===== src/rtl/ddr3_axi_rw_check.sv =====
// ddr3_axi_rw_check: DDR3 AXI traffic generator that writes a seeded pattern over a region, reads it back and checks every beat.
module ddr3_axi_rw_check #(
  parameter int AXI_ADDR_WIDTH = 28,
  parameter int AXI_DATA_WIDTH = 128,
  parameter int BURST_LEN      = 16,
  parameter int NUM_BURSTS     = 64,
  parameter int START_ADDR     = 0
) (
  input  logic                        sys_clk,
  input  logic                        sys_rst_n,
  input  logic                        init_done,
  output logic [AXI_ADDR_WIDTH-1:0]   axi_awaddr,
  output logic [7:0]                  axi_awlen,
  output logic                        axi_awvalid,
  input  logic                        axi_awready,
  output logic [AXI_DATA_WIDTH-1:0]   axi_wdata,
  output logic [AXI_DATA_WIDTH/8-1:0] axi_wstrb,
  output logic                        axi_wlast,
  output logic                        axi_wvalid,
  input  logic                        axi_wready,
  output logic [AXI_ADDR_WIDTH-1:0]   axi_araddr,
  output logic [7:0]                  axi_arlen,
  output logic                        axi_arvalid,
  input  logic                        axi_arready,
  input  logic [AXI_DATA_WIDTH-1:0]   axi_rdata,
  input  logic                        axi_rlast,
  input  logic                        axi_rvalid,
  output logic [15:0]                 err_cnt,
  output logic [15:0]                 pass_cnt,
  output logic                        error,
  output logic [1:0]                  led
);
  localparam int AW = AXI_ADDR_WIDTH;
  localparam int DW = AXI_DATA_WIDTH;
  localparam int BW = NUM_BURSTS > 1 ? $clog2(NUM_BURSTS) : 1;
  localparam logic [7:0]    LAST  = 8'(BURST_LEN - 1);
  localparam logic [AW-1:0] BLA   = AW'(BURST_LEN);
  localparam logic [AW-1:0] ST    = AW'(START_ADDR);
  localparam logic [BW-1:0] LASTB = BW'(NUM_BURSTS - 1);

  typedef enum logic [2:0] {IDLE, WR_AW, WR_D, RD_AR, RD_D, DONE} state_t;

  function automatic logic [DW-1:0] pat(input logic [23:0] a, input logic [7:0] s);
    return {DW/32{s, a}};
  endfunction

  state_t        state;
  logic [BW-1:0] burst;
  logic [7:0]    beat;
  logic [AW-1:0] base, nxt_base;
  logic [23:0]   beat_addr, nxt_addr;
  logic [7:0]    seed;
  logic [16:0]   err_sum;
  logic          d_bad, r_bad, rl_flag, rl_bad, last_burst;

  assign axi_awlen = LAST;
  assign axi_arlen = LAST;
  assign axi_wstrb = '1;

  always_comb begin
    seed       = pass_cnt[7:0];
    beat_addr  = base[23:0] + 24'(beat);
    nxt_addr   = beat_addr + 24'd1;
    last_burst = burst == LASTB;
    nxt_base   = last_burst ? ST : base + BLA;
    rl_bad     = axi_rlast != (beat == LAST);
    err_sum    = {1'b0, err_cnt} + 17'(d_bad) + 17'(r_bad);
  end

  always_ff @(posedge sys_clk or negedge sys_rst_n)
    if (!sys_rst_n) begin
      state       <= IDLE;
      burst       <= '0;
      beat        <= '0;
      base        <= ST;
      axi_awaddr  <= '0;
      axi_awvalid <= 1'b0;
      axi_wdata   <= '0;
      axi_wlast   <= 1'b0;
      axi_wvalid  <= 1'b0;
      axi_araddr  <= '0;
      axi_arvalid <= 1'b0;
      err_cnt     <= '0;
      pass_cnt    <= '0;
      error       <= 1'b0;
      led         <= 2'b00;
      d_bad       <= 1'b0;
      r_bad       <= 1'b0;
      rl_flag     <= 1'b0;
    end else begin
      d_bad <= 1'b0;
      r_bad <= 1'b0;
      if (d_bad || r_bad) begin
        err_cnt <= err_sum[16] ? 16'hFFFF : err_sum[15:0];
        error   <= 1'b1;
      end
      case (state)
        IDLE: if (init_done) begin
          led[0]      <= 1'b1;
          axi_awvalid <= 1'b1;
          axi_awaddr  <= ST;
          state       <= WR_AW;
        end
        WR_AW: if (axi_awready) begin
          axi_awvalid <= 1'b0;
          axi_wvalid  <= 1'b1;
          axi_wdata   <= pat(beat_addr - 24'(beat), seed);
          axi_wlast   <= LAST == 8'd0;
          beat        <= '0;
          state       <= WR_D;
        end
        WR_D: if (axi_wready) begin
          if (axi_wlast) begin
            axi_wvalid  <= 1'b0;
            axi_wlast   <= 1'b0;
            burst       <= last_burst ? '0 : burst + 1'b1;
            base        <= nxt_base;
            axi_awvalid <= !last_burst;
            axi_awaddr  <= nxt_base;
            axi_arvalid <= last_burst;
            axi_araddr  <= nxt_base;
            state       <= last_burst ? RD_AR : WR_AW;
          end else begin
            beat      <= beat + 8'd1;
            axi_wdata <= pat(nxt_addr, seed);
            axi_wlast <= beat + 8'd1 == LAST;
          end
        end
        RD_AR: if (axi_arready) begin
          axi_arvalid <= 1'b0;
          beat        <= '0;
          rl_flag     <= 1'b0;
          state       <= RD_D;
        end
        RD_D: if (axi_rvalid) begin
          // rlast faults are counted once per burst, data faults once per beat
          d_bad   <= axi_rdata != pat(beat_addr, seed);
          r_bad   <= rl_bad && !rl_flag;
          rl_flag <= rl_flag || rl_bad;
          beat    <= beat + 8'd1;
          if (beat == LAST) begin
            burst       <= last_burst ? '0 : burst + 1'b1;
            base        <= nxt_base;
            axi_arvalid <= !last_burst;
            axi_araddr  <= nxt_base;
            state       <= last_burst ? DONE : RD_AR;
          end
        end
        DONE: begin
          pass_cnt    <= pass_cnt + 16'd1;
          led[1]      <= error || d_bad || r_bad || !led[1];
          axi_awvalid <= 1'b1;
          axi_awaddr  <= ST;
          state       <= WR_AW;
        end
        default: state <= IDLE;
      endcase
    end
endmodule


===== config.mk =====
export PLATFORM = sky130hd
export DESIGN_NAME = ddr3_axi_rw_check
export DESIGN_NICKNAME = d
export VERILOG_FILES = /design/src/rtl/ddr3_axi_rw_check.sv
export SDC_FILE = /design/constraint.sdc
export NUM_CORES = 1
export LEC_CHECK = 0
export ABC_AREA = 1
export BUFFER_PORTS_ARGS = -buffer_cell sky130_fd_sc_hd__buf_4
export CORE_MARGIN = 3
export CORE_UTILIZATION = 53
export CTS_CLUSTER_SIZE = 10
export DETAILED_ROUTE_END_ITERATION = 16
export GPL_ROUTABILITY_DRIVEN = 0
export PLACE_DENSITY = 0.83
export SLEW_MARGIN = 40
export SYNTH_ARGS = -nofsm -noshare
export SYNTH_HDL_FRONTEND = slang
export SYNTH_SLANG_ARGS = --single-unit

===== constraint.sdc =====
create_clock -name sys_clk -period 4.35 [get_ports sys_clk]
set_input_delay 0.2175 -clock sys_clk [delete_from_list [all_inputs] [get_ports sys_clk]]
set_output_delay 0.2175 -clock sys_clk [all_outputs]
set_load 0.05 [all_outputs]

Word level (Yosys, flattened, before mapping). Cells that the tools add are included.

Bits in registers: 243. Bits of input ports: 136. Output and inout port bits: 255. Word-level logic and storage cells: 132.

$add $sub $neg: 9. Equality and inequality tests: 18. Mux-type cells: 59. Reduce and logical (&&, ||, !) cells: 28.

Operator list (count): two-way mux 128 bit (3); case mux 128 bit (2 select lines) (1); two-way mux 28 bit (6); inequality test 128 bit (1); case mux 28 bit (3 select lines) (1); case mux 28 bit (2 select lines) (1); two-way mux 8 bit (5); case mux 8 bit (4 select lines) (1); two-way mux 6 bit (5); adder 28 x 5 -> 28 bit, second input constant (1); adder 24 x 1 -> 24 bit, second input constant (1); adder 24 x 8 -> 24 bit (1); two-way mux 3 bit (8); subtractor 24 x 8 -> 24 bit (1); two-way mux 1 bit (19); case mux 3 bit (6 select lines) (1); adder 16 x 1 -> 17 bit (1); adder 17 x 1 -> 17 bit (1); adder 16 x 1 -> 16 bit, second input constant (1); == test 8 x 4 -> 1 bit, second input constant (2); two-way mux 16 bit (1); inequality test 2 bit, second input constant (8); case mux 6 bit (2 select lines) (1); AND reduction 4 bit (3); other kinds (23) (40).

Longest topological paths before layout.
Depth in word-level cells: 5. Gate-level depth with buffers: 21. Depth with buffers taken out: 21.

Worst setup path after synthesis. OpenSTA, ideal clock, no wires.

Path type: flip-flop to flip-flop. Start: register base[0]. End: register axi_wdata[116]. Setup time: 118 ps. Arrival time: 3629 ps. Required time: 4232 ps. Path slack: 603 ps. Stages on the path, launching flop included: 21. Path buffers: 0. Clock period less this slack: 3747 ps. Cells stage by stage: dfrtp_1 -> ha_1 -> fa_1 -> nand3_1 -> nand3_2 -> nand2_1 -> nand2_2 -> nand2_1 -> nand2_2 -> ha_1 -> nand2_1 -> inv_1 -> a21boi_0 -> nand3_1 -> a21oi_1 -> o21bai_1 -> nand3_1 -> nand2_1 -> or2_2 -> nand3_1 -> nand2_1.

Word-level cells in the longest chain between the ends: 5. Elaborated cells on any way between the ends: 7. Classes of those cells: add/sub (3); mux (4).

Ends and longest elaborated chain: start: declaration (line 50) `logic [AW-1:0] base, nxt_base;`; start signal: assignment (line 117) `base <= nxt_base;`; start signal: assignment (line 143) `base <= nxt_base;`; adder 24 x 8 -> 24 bit * (line 62) `beat_addr = base[23:0] + 24'(beat);`; adder 24 x 1 -> 24 bit (line 63) `nxt_addr = beat_addr + 24'd1;`; two-way mux 128 bit (line 113) `if (axi_wlast) begin`; two-way mux 128 bit (line 112) `WR_D: if (axi_wready) begin`; case mux 128 bit (2 select lines) * (line 97) `case (state)`; end signal: assignment (line 107) `axi_wdata <= pat(beat_addr - 24'(beat), seed);`; end signal: assignment (line 125) `axi_wdata <= pat(nxt_addr, seed);`; end: declaration (line 16) `output logic [AXI_DATA_WIDTH-1:0] axi_wdata,`.

Mark *: on every way between the ends. The rest lies on a longest branch, timed or not. The select of a mux whose other input is x is not followed. A chain may end at the register's enable or synchronous reset.

Worst setup path after layout.
Start: register beat[0]. End: register axi_wdata[116].

Word-level cells in the longest chain between the ends: 5. Elaborated cells on any way between the ends: 7. Classes of those cells: add/sub (3); mux (4).

Ends and longest elaborated chain: start: declaration (line 49) `logic [7:0] beat;`; start signal: assignment (line 124) `beat <= beat + 8'd1;`; start signal: assignment (line 140) `beat <= beat + 8'd1;`; adder 24 x 8 -> 24 bit (line 62); adder 24 x 1 -> 24 bit (line 63); two-way mux 128 bit (line 113); two-way mux 128 bit (line 112); case mux 128 bit (2 select lines) * (line 97).

Marks and branches as above.

==> run_results.csv <==
group,metric,value,unit
run_status,status,"completed",
timing,tightest_slew,0.782,ns
hold_path,hold_class,"in2reg",
worst_setup_path,cpMostUsedCell,"nand2_1",
timing,finalSetupViolCount,0,
worst_setup_path,path_buf_inv,1,
placed_design,dp_hpwl,31800,um
placed_design,dp_slack,0.458,ns
synthesis,syn_area_per_cell,6.99,um2
worst_setup_path,cp_top_family,"simple AND/OR/NAND/NOR gates",
worst_setup_path,max_stage_delay,0.44,ns
timing,relSlewSlack,47.7,%
flow_run,drv_cap,0,
clocking,cts_buffers,17,
worst_setup_path,crit_cells,20,
timing,grt_setup_unrepaired,"false",
floorplanning,num_io_pins,391,
clocking,cts_tree,"yes",
detailed_routing,drcViolationCount,0,
clocking,h-tree-depth,4,
cells_and_area,layout_common_cells,"nand2_1 (386), buf_4 (362), inv_1 (235)",
worst_setup_path,worstReg2RegEnd,"axi_wdata[116]",
clocking,cts_root_buf,"clkbuf_16",
synthesis,ys_ff_latch,147,
hold_path,min-delay-start,"init_done",
detailed_routing,drt_iter0_drc,852,
detailed_routing,wl_per_cell,16.8,um
pwr,p_leak,7.87,nW
pwr,p_per_area,570,nW/um2
clocking,cts_setup_buffers,0,
worst_setup_path,timing.rr.start,"beat[0]",
global_route,grt_pass1_wl,62000,um
floorplanning,num_rows,55,
worst_setup_path,crit_fanout,8,
worst_setup_path,cp.required,4.65,ns
global_route,grt_overflow_total,0,
floorplanning,core,22800,um2
global_route,grt_max_degree,94,
detailed_routing,ant_nets,0,
timing,fin_crit_sh,90.6,%
timing,setup_tns,0,ns
pwr,vdd_drop_max,0.000430,V
cells_and_area,fin_util,66.4,%
synthesis,yosysSeqAreaShare,29.7,%
hold_path,min_path_cells,2,
floorplanning,initial_utilization,54.3,%
timing,max_freq,0.254,GHz
global_route,grt_use_total,30.3,%
worst_setup_path,end_kind,"flop",
worst_setup_path,critPathKind,"reg2reg",
detailed_routing,wl,39400,um
global_route,antenna_found_initial,5,
hold_path,min_to,"led[0]",
timing,final_max_slew_viol_count,0,
placed_design,place_area,14500,um2
global_route,grt_pass1_vias,11900,
clocking,path_clk_slew,0.07,ns
synthesis,ys.warnings.count,0,
placed_design,port_buffers,358,
worst_setup_path,crit_path_top_delay_cell,"fa_1",
timing,fin_crit,3.94,ns
worst_setup_path,setup.worst_path.start_class,"flop",
cells_and_area,final_nets,2200,
worst_setup_path,rrSetupSlack,0.41,ns
synthesis,synth_cell_types,51,
detailed_routing,via_count,12500,
floorplanning,dieArea,25200,um2
synthesis,synthesis.area,12400,um2
cells_and_area,design_area,15100,um2
cells_and_area,syn_to_final_growth,22.3,%
clocking,clock_sinks,147,
timing,fin_hold_ws,0.0412,ns
worst_setup_path,path_cells,"ha_1, fa_1, nand3_1, nand3_2, nand2_1, nand2_2, nand2_1, nand2_2, ha_1, nand2_1, inv_1, a21boi_0, nand3_1, a21oi_2, o21bai_1, nand3_1, nand2_1, or2_2, nand3_1, nand2_1",
timing,worst_slack,0.408,ns
cells_and_area,drive_gt1_share,24.5,%
detailed_routing,avgViaCountPerCell,5.31,
floorplanning,chipWidth,159,um
clocking,worstSkewPairLatency,0.43,ns
timing,hold_violations,0,
floorplanning,die_h,159,um
worst_setup_path,r2r_cells,20,
detailed_routing,first_pass_iters,7,
timing,finClkSkew,0.0136,ns
clocking,clockBufferDepth,2,
worst_setup_path,arrival,4.25,ns
cells_and_area,final_common_cell,"nand2_1",
synthesis,syn_inst,1769,
## synthesized netlist by cell type, drive strengths merged
| cell | number | area [um2] |
|---|---|---|
| a2111oi | 1 | 8.76 |
| nand3b | 23 | 185 |
| nand2 | 428 | 1750 |
| ha | 39 | 488 |
| nand3 | 162 | 856 |
| xnor2 | 56 | 490 |
| inv | 245 | 920 |
| a31oi | 3 | 18.8 |
| nor4 | 7 | 58.8 |
| o22ai | 25 | 156 |
| nor2 | 150 | 661 |
| o221ai | 1 | 8.76 |
| fa | 3 | 60.1 |
| clkinv | 5 | 20.0 |
| and3 | 1 | 6.26 |
| a21oi | 65 | 329 |
| clkbuf | 16 | 60.1 |
| a211oi | 2 | 15.0 |
| dfrtp | 147 | 3680 |
| nor3 | 29 | 160 |
| conb | 2 | 7.51 |
| or2 | 9 | 56.3 |
| o21ai | 105 | 526 |
| o211ai | 1 | 7.51 |
| buf | 145 | 1050 |
| o21bai | 2 | 15.0 |
| a31o | 2 | 17.5 |
| nor3b | 3 | 27.5 |
| nand4 | 31 | 194 |
| a21o | 5 | 37.5 |
| xor2 | 50 | 445 |
| o31ai | 2 | 15.0 |
| o32ai | 2 | 17.5 |
| a21boi | 2 | 15.0 |
## worst max-delay path by stage
stage	from	endpoint	slack (ns)
floorplan	base[0]	axi_wdata[116]	0.60
global placement	base[0]	axi_wdata[116]	0.58
detailed placement	base[0]	axi_wdata[116]	0.46
CTS	beat[0]	axi_wdata[116]	0.41
global route	beat[0]	axi_wdata[116]	0.03
finish	beat[0]	axi_wdata[116]	0.41
## kinds of logic (layout without fill, tap and decap cells)
kind of cell / after synthesis / in the layout / synth area share, %
XOR/XNOR: 106 / 106 / 7.57
other: 2 / 34 / 0.0607
adder cells (fa/ha/maj): 42 / 42 / 4.43
AND/OR/NAND/NOR: 843 / 843 / 32.0
AO/OA/AOI/OAI: 218 / 218 / 9.60
buffers and inverters: 411 / 647 / 16.6
flip-flops: 147 / 147 / 29.7
## stage by stage
step	power (mW)	std cells
finish	8.63	2350
global route	9.12	2350
CTS	8.61	2347
detailed placement	7.14	2314
global placement	7.03	2314
floorplan	6.02	1799
## area by class of cell
cell class	count	area, um2
fill	1977	7650
timing repair buffer	365	2770
antenna	2	5.00
tap	313	392
clock buffer	20	457
sequential	147	3680
multi-input combinational	1241	6760
clock inverter	12	123
inverter	250	940
## routing by layer
layer,part of all wire (%),GRT usage (%),vias to the layer above,wire (um)
met4,5.1,14.0,6,2000
met2,48,51.7,566,18800
met1,40,36.3,5766,15600
li1,-,-,6028,-
met5,0.11,0,-,43
met3,7.7,6.84,113,3030
## state kept, by name (all words and copies together) (netlist names)
| name | count |
|---|---|
| axi_wvalid | 1 |
| pass_cnt | 16 |
| err_cnt | 16 |
| rl_flag | 1 |
| axi_arvalid | 1 |
| burst | 6 |
| axi_awaddr | 28 |
| base | 28 |
| axi_wlast | 1 |
| axi_awvalid | 1 |
| led | 2 |
| d_bad | 1 |
| beat | 8 |
| r_bad | 1 |
| error | 1 |
| axi_wdata | 32 |
| state | 3 |
## power breakdown
group          leakage, nW  internal [mW]  switching (mW)
Clock                0.274          0.827           0.624
Combinational         5.64           1.54            3.72
Sequential            1.95           1.61           0.306
## what timing repair did
item / 4_1_cts / 5_1_grt
endpoints found under the setup margin: 0 / 1
resized for setup: 0 / 2
endpoints found under the hold margin: 91 / 0
hold buffers: 1 / 0
## worst register-to-register path, stage by stage (launching register included)
cell and delay [ns]:
dfrtp_1 0.43, ha_1 0.27, fa_1 0.45, nand3_1 0.15, nand3_2 0.14, nand2_1 0.12
nand2_2 0.12, nand2_1 0.13, nand2_2 0.12, ha_1 0.37, nand2_1 0.12, inv_1 0.05
a21boi_0 0.25, nand3_1 0.20, a21oi_2 0.24, o21bai_1 0.12, nand3_1 0.08, nand2_1 0.06
or2_2 0.27, nand3_1 0.07, nand2_1 0.06
No activity file was read; power rests on OpenSTA's default activity.
